==> src/rtl/bluetooth_rx.sv <==
// bluetooth_rx: 8N1 serial receiver for the Bluetooth module link.
// It deserialises bytes from the module's TX line and packs consecutive bytes,
// little-endian, into N_BITS-wide words for the fetal ECG pipeline.
// If a word is left half-finished, the partial bytes are dropped after a
// quiet period of BYTE_TIMEOUT bit times.
module bluetooth_rx #(
    parameter int CLKS_PER_BIT = 434,
    parameter int N_BITS       = 32,
    parameter int BYTE_TIMEOUT = 20
) (
    input  logic              clk,
    input  logic              rst,
    input  logic              in_rx_serial,
    output logic [7:0]        out_rx_byte,
    output logic              out_rx_byte_valid,
    output logic [N_BITS-1:0] out_rx_data,
    output logic              out_rx_valid,
    output logic              out_rx_active,
    output logic              out_frame_err,
    output logic              out_timeout
);

    localparam int NB       = N_BITS / 8;
    localparam int BCW      = (NB > 1) ? $clog2(NB) : 1;
    localparam int CW       = $clog2(CLKS_PER_BIT);
    localparam int TO_LIMIT = BYTE_TIMEOUT * CLKS_PER_BIT;
    localparam int TW       = (TO_LIMIT > 1) ? $clog2(TO_LIMIT) : 1;
    localparam int HALF     = (CLKS_PER_BIT - 1) / 2;

    if ((N_BITS % 8) != 0) begin : g_bad_width
        $error("bluetooth_rx: N_BITS must be a multiple of 8");
    end
    if (CLKS_PER_BIT < 4) begin : g_bad_clks
        $error("bluetooth_rx: CLKS_PER_BIT must be at least 4");
    end

    typedef enum logic [1:0] {
        ST_IDLE  = 2'd0,
        ST_START = 2'd1,
        ST_DATA  = 2'd2,
        ST_STOP  = 2'd3
    } state_t;

    state_t            r_state;
    logic              r_rx_meta;
    logic              r_rx_s;
    logic [CW-1:0]     r_clk_cnt;
    logic [2:0]        r_bit_idx;
    logic [7:0]        r_shift;
    logic [BCW-1:0]    r_byte_cnt;
    logic [TW-1:0]     r_to_cnt;
    logic              r_wait_high;
    logic [N_BITS-1:0] r_word;
    logic [7:0]        r_byte;
    logic              r_byte_valid;
    logic [N_BITS-1:0] r_data;
    logic              r_rx_valid;
    logic              r_active;
    logic              r_frame_err;
    logic              r_timeout;
    logic [N_BITS-1:0] w_word_next;

    assign out_rx_byte       = r_byte;
    assign out_rx_byte_valid = r_byte_valid;
    assign out_rx_data       = r_data;
    assign out_rx_valid      = r_rx_valid;
    assign out_rx_active     = r_active;
    assign out_frame_err     = r_frame_err;
    assign out_timeout       = r_timeout;

    // Partial word with the byte just shifted in placed into its lane
    always_comb begin
        w_word_next = r_word;
        w_word_next[r_byte_cnt * 8 +: 8] = r_shift;
    end

    // Two-flop synchroniser for the asynchronous serial line (idles high)
    always_ff @(posedge clk) begin
        if (!rst) begin
            r_rx_meta <= 1'b1;
            r_rx_s    <= 1'b1;
        end else begin
            r_rx_meta <= in_rx_serial;
            r_rx_s    <= r_rx_meta;
        end
    end

    // Receive FSM, word assembly, partial-word timeout and registered outputs
    always_ff @(posedge clk) begin
        if (!rst) begin
            r_state      <= ST_IDLE;
            r_clk_cnt    <= '0;
            r_bit_idx    <= 3'd0;
            r_shift      <= 8'h00;
            r_byte_cnt   <= '0;
            r_to_cnt     <= '0;
            r_wait_high  <= 1'b0;
            r_word       <= '0;
            r_byte       <= 8'h00;
            r_byte_valid <= 1'b0;
            r_data       <= '0;
            r_rx_valid   <= 1'b0;
            r_active     <= 1'b0;
            r_frame_err  <= 1'b0;
            r_timeout    <= 1'b0;
        end else begin
            r_byte_valid <= 1'b0;
            r_rx_valid   <= 1'b0;
            r_frame_err  <= 1'b0;
            r_timeout    <= 1'b0;
            case (r_state)
                ST_IDLE: begin
                    if (!r_rx_s && !r_wait_high) begin
                        // A start edge takes priority over an expiring timeout
                        r_state   <= ST_START;
                        r_active  <= 1'b1;
                        r_clk_cnt <= '0;
                        r_to_cnt  <= '0;
                    end else begin
                        if (r_wait_high && r_rx_s) begin
                            r_wait_high <= 1'b0;
                        end
                        if (r_byte_cnt != BCW'(0)) begin
                            if (r_to_cnt == TW'(TO_LIMIT - 1)) begin
                                r_to_cnt   <= '0;
                                r_byte_cnt <= '0;
                                r_timeout  <= 1'b1;
                            end else begin
                                r_to_cnt <= r_to_cnt + TW'(1);
                            end
                        end else begin
                            r_to_cnt <= '0;
                        end
                    end
                end
                ST_START: begin
                    if (r_clk_cnt == CW'(HALF)) begin
                        r_clk_cnt <= '0;
                        if (!r_rx_s) begin
                            r_state   <= ST_DATA;
                            r_bit_idx <= 3'd0;
                        end else begin
                            // Glitch shorter than half a bit: drop silently
                            r_state  <= ST_IDLE;
                            r_active <= 1'b0;
                        end
                    end else begin
                        r_clk_cnt <= r_clk_cnt + CW'(1);
                    end
                end
                ST_DATA: begin
                    if (r_clk_cnt == CW'(CLKS_PER_BIT - 1)) begin
                        r_clk_cnt <= '0;
                        r_shift   <= {r_rx_s, r_shift[7:1]};
                        if (r_bit_idx == 3'd7) begin
                            r_state <= ST_STOP;
                        end else begin
                            r_bit_idx <= r_bit_idx + 3'd1;
                        end
                    end else begin
                        r_clk_cnt <= r_clk_cnt + CW'(1);
                    end
                end
                ST_STOP: begin
                    if (r_clk_cnt == CW'(CLKS_PER_BIT - 1)) begin
                        // Return to IDLE mid stop bit so back-to-back frames are caught
                        r_clk_cnt <= '0;
                        r_state   <= ST_IDLE;
                        r_active  <= 1'b0;
                        if (r_rx_s) begin
                            r_byte       <= r_shift;
                            r_byte_valid <= 1'b1;
                            r_word       <= w_word_next;
                            if (r_byte_cnt == BCW'(NB - 1)) begin
                                r_data     <= w_word_next;
                                r_rx_valid <= 1'b1;
                                r_byte_cnt <= '0;
                            end else begin
                                r_byte_cnt <= r_byte_cnt + BCW'(1);
                            end
                        end else begin
                            // Bad stop bit: drop the word and wait for the line to recover
                            r_frame_err <= 1'b1;
                            r_byte_cnt  <= '0;
                            r_wait_high <= 1'b1;
                        end
                    end else begin
                        r_clk_cnt <= r_clk_cnt + CW'(1);
                    end
                end
                default: begin
                    r_state  <= ST_IDLE;
                    r_active <= 1'b0;
                end
            endcase
        end
    end

endmodule

==> config.mk <==
export PLATFORM = sky130hd
export DESIGN_NAME = bluetooth_rx
export DESIGN_NICKNAME = d
export VERILOG_FILES = /design/src/rtl/bluetooth_rx.sv
export SDC_FILE = /design/constraint.sdc
export NUM_CORES = 1
export LEC_CHECK = 0
export CORE_MARGIN = 8
export CORE_UTILIZATION = 40
export CTS_CLUSTER_SIZE = 12
export DETAILED_ROUTE_END_ITERATION = 8
export GPL_TIMING_DRIVEN = 0
export SYNTH_ARGS = -nofsm -noshare
export SYNTH_HDL_FRONTEND = slang
export SYNTH_SLANG_ARGS = --single-unit
==> constraint.sdc <==
create_clock -name clk -period 2.5 [get_ports clk]
set_clock_uncertainty 0.05 [all_clocks]
set_input_delay 0.375 -clock clk [delete_from_list [all_inputs] [get_ports clk]]
set_output_delay 0.375 -clock clk [all_outputs]
set_load 0.01 [all_outputs]
==> metrics.md <==
| Metric | Value |
|---|---|
| Status | `finished, violations left` |
| Failing checks | `negative setup slack` |
| Hold crit path type | `register to register` |
| Setup-failing EPs final | `3` |
| GR Overflow Total | `0` |
| Starting density of the core | `40.42%` |
| H-tree depth | `4` |
| Crit Reg-Reg Endpoint | `r_word[1]` |
| Mapped Cells | `614` |
| Top_reg_cell synth | `dfxtp_1` |
| Yosys Warn Count | `0` |
| RSZ-0062 raised after global routing | `yes` |
| Die X | `131.0 um` |
| DR iter-0 viols | `330` |
| GRT Total Usage | `18.06%` |
| Final setup margin | `-58.03 ps` |
| Synth area leaders | `dfxtp_1 45%, a211oi_1 9.5%, nor2_1 5.7%` |
| Via count | `4802` |
| Top cell type's share of synthesized area | `44.67%` |
| Reg2reg start | `r_byte_cnt[0]` |
| Clock sink count | `118` |
| Hold path cells | `1` |
| Post-DP Area | `5969 sq um` |
| Vias in the first global route | `4707` |
| DIE HEIGHT | `131.0 um` |
| Layout cells sized above 1 | `8.406%` |
| First-pass GRT wire length | `23940 um` |
| Die ar. | `17160 sq um` |
| Synth area leader | `dfxtp_1` |
| Post-synthesis sequential area ratio | `44.67%` |
| Peak supply drop | `0.3507 mV` |
| Post-Syn Nets | `630` |
| Max Freq | `0.3909 GHz` |
| ANT cells | `0` |
| Area Overhead vs Synth | `25.43%` |
| Final worst path period need | `2558 ps` |
| Hold EP | `r_rx_s` |
| Distinct cells, synth | `55` |
| Core area | `13090 sq um` |
| Drt drc | `0` |
| Worst Setup End Kind | `register` |
| Critical path fanouts, max | `8` |
| Final Cell Area | `6634 sq um` |
| Clock Pin Slew Worst Setup and Hold Paths | `60 ps` |
| RD Place Congestion | `0.8366` |
| DR WL/cell | `16.96 um` |
| Filler cells | `1238` |
| Async set-reset flop share out of synthesis | `0%` |
| CTS Buf Count | `17` |
| Rows | `42` |
| Period utilization | `102.3%` |
| Final hold violations | `0` |
| Clk root buf | `clkbuf_16` |
| Post-synth EDFFs | `0` |
| Yosys reg bits | `118` |
| Final Max Tran Viols | `0` |
| WP data arrival | `2840 ps` |
| Layout Nets | `695` |
| Crit path kind | `register to register` |
| PD cells | `723.4 nW/um^2` |
| Seq. cell area | `2362 sq um` |
| Initial antenna violation count | `0` |
| Multi-input logic area | `2713 sq um` |
| Max-slew headroom | `41.17%` |
| Post-DRT Antenna Nets | `0` |
| Port buffer count | `46` |
| Max_cap viols | `0` |
| Pre-CTS setup slack | `26.10 ps` |
| Final WL | `14690 um` |
| Worst Min Path Start | `r_rx_meta` |
| Mapped Area | `5289 sq um` |
| Io pins | `48` |
| CTS max path bufs | `2` |
| Synth Area per Inst | `8.614 sq um` |
| CTS tree | `built` |
| Reg2reg path depth | `5` |
| Clock Latency Late Sink | `420 ps` |
| CP required | `2780 ps` |
| Hold-fix buffers, CTS | `0` |
| 1st-pass router iterations | `5` |
| Largest net degree at the start of global routing | `17` |
| Static leakage | `2.216 nW` |
| R2r setup slk | `-60 ps` |
| Worst slew pin tran | `875.7 ps` |
| HPWL after detailed placement | `10260 um` |
| Vias per std cell | `5.545` |
| CP startpoint kind | `register` |
state kept, by name, indices dropped and copies added (netlist names), named ones only:
signal and count:
r_clk_cnt 9, out_rx_valid 1, out_frame_err 1, r_byte_cnt 2, out_timeout 1, r_shift 8
r_rx_s 1, out_rx_byte_valid 1, out_rx_byte 8, out_rx_active 1, r_word 32, r_bit_idx 3
out_rx_data 32, r_state 1, r_rx_meta 1, r_to_cnt 14, r_wait_high 1
stage by stage:
step / cells / TNS (ps) / total power (W) / hold WS [ps] / utilization, %
CTS: 866 / 0 / 0.004814 / 381.0 / 50.69
global route: 866 / -7432 / 0.004920 / 397.8 / 50.70
floorplan: 614 / 0 / 0.002041 / 336.3 / -
detailed placement: 836 / 0 / 0.002088 / 354.9 / 45.62
global placement: 836 / 0 / 0.002085 / 342.9 / 45.62
finish: 866 / -100.5 / 0.004799 / 372.4 / 50.70
power by group:
group	leakage (nW)	switching, W	internal [W]
clock	0.328	0.000861	0.00189
combinational	0.937	0.000110	0.0000432
sequential	0.951	0.00000704	0.00189
repair_timing:
action	in CTS	in global routing
gates resized for setup	0	2
endpoints found under the setup margin	0	58
setup buffers	0	0
routing by layer:
metal  vias to the layer above  track usage [%]  share of wire (%)
met4                         0            7.225                1.9
met3                        20            5.154                6.7
li1                       2363                -                  -
met5                         -                0                  0
met2                       129            28.11                 46
met1                      2290            23.05                 45
logic make-up (layout without fill, tap and decap cells):
kind of cell | after synthesis | count (layout) | synth area share (%)
buffers and inverters | 52 | 128 | 4.045
adder cells (fa/ha/maj) | 13 | 13 | 3.076
flip-flops | 118 | 118 | 44.67
XOR/XNOR | 1 | 1 | 0.1656
AND/OR/NAND/NOR | 256 | 256 | 25.31
AO/OA/AOI/OAI | 159 | 159 | 19.90
multiplexers | 15 | 15 | 2.839
layout by cell type (no fill, tap or decap), types with 4 or more instances in the layout:
| master | count |
|---|---|
| or4_1 | 5 |
| nor2b_1 | 33 |
| buf_2 | 11 |
| clkdlybuf4s50_1 | 46 |
| a21oi_1 | 50 |
| clkbuf_16 | 17 |
| and3_1 | 5 |
| o211ai_1 | 4 |
| nor2_1 | 81 |
| o21ai_0 | 7 |
| clkbuf_8 | 5 |
| nand3_1 | 13 |
| nand4_1 | 16 |
| a211oi_1 | 67 |
| a31oi_1 | 6 |
| ha_1 | 13 |
| nor3_1 | 9 |
| dfxtp_1 | 118 |
| inv_1 | 10 |
| a41oi_1 | 4 |
| mux2i_1 | 15 |
| nand2b_1 | 4 |
| nand2_1 | 54 |
| clkbuf_1 | 25 |
| and2_1 | 4 |
| o22ai_1 | 8 |
| nor4_1 | 4 |
| bufinv_16 | 5 |
worst max-delay path, cell delays in order, from the launching register on:
cell,delay [ps]
dfxtp_1,480
inv_1,180
ha_1,410
nor3_1,740
a21oi_1,300
a211oi_1,320
worst max path at each step:
stage,startpoint,endpoint,slack [ps],cells after the start
floorplan,r_byte_cnt[0],out_rx_data[10],570,6
global placement,r_byte_cnt[0],out_rx_data[0],120,5
detailed placement,r_byte_cnt[0],r_word[1],30,5
CTS,r_byte_cnt[0],r_word[1],9,5
global route,r_byte_cnt[0],r_word[1],-270,5
finish,r_byte_cnt[0],r_word[1],-60,5
cell type report:
class / count / area share (%)
Multi-Input combinational cell: 444 / 40.89
Sequential cell: 118 / 35.61
Clock buffer: 22 / 7.450
Timing Repair Buffer: 46 / 6.941
Tap cell: 176 / 3.320
Buffer: 42 / 2.678
Clock inverter: 8 / 2.546
Inverter: 10 / 0.5658
cell usage after synthesis, drive strengths merged, types with 2 or more instances:
cell,n
nor3,12
a41oi,4
clkbuf,27
or2,5
o21ai,7
o211ai,4
buf,15
o32a,2
nor2b,33
nor4,4
a31oi,6
or3,3
and3,5
o31a,2
a21oi,51
and4,3
or4,5
o22ai,8
dfxtp,118
nand4b,3
nand4,16
nand2,54
a211oi,67
mux2i,15
nor2,81
ha,13
nand3,13
and2,5
nand3b,2
o21a,2
nor4b,4
nand2b,4
inv,10
Power figures use the tool's default switching activity.
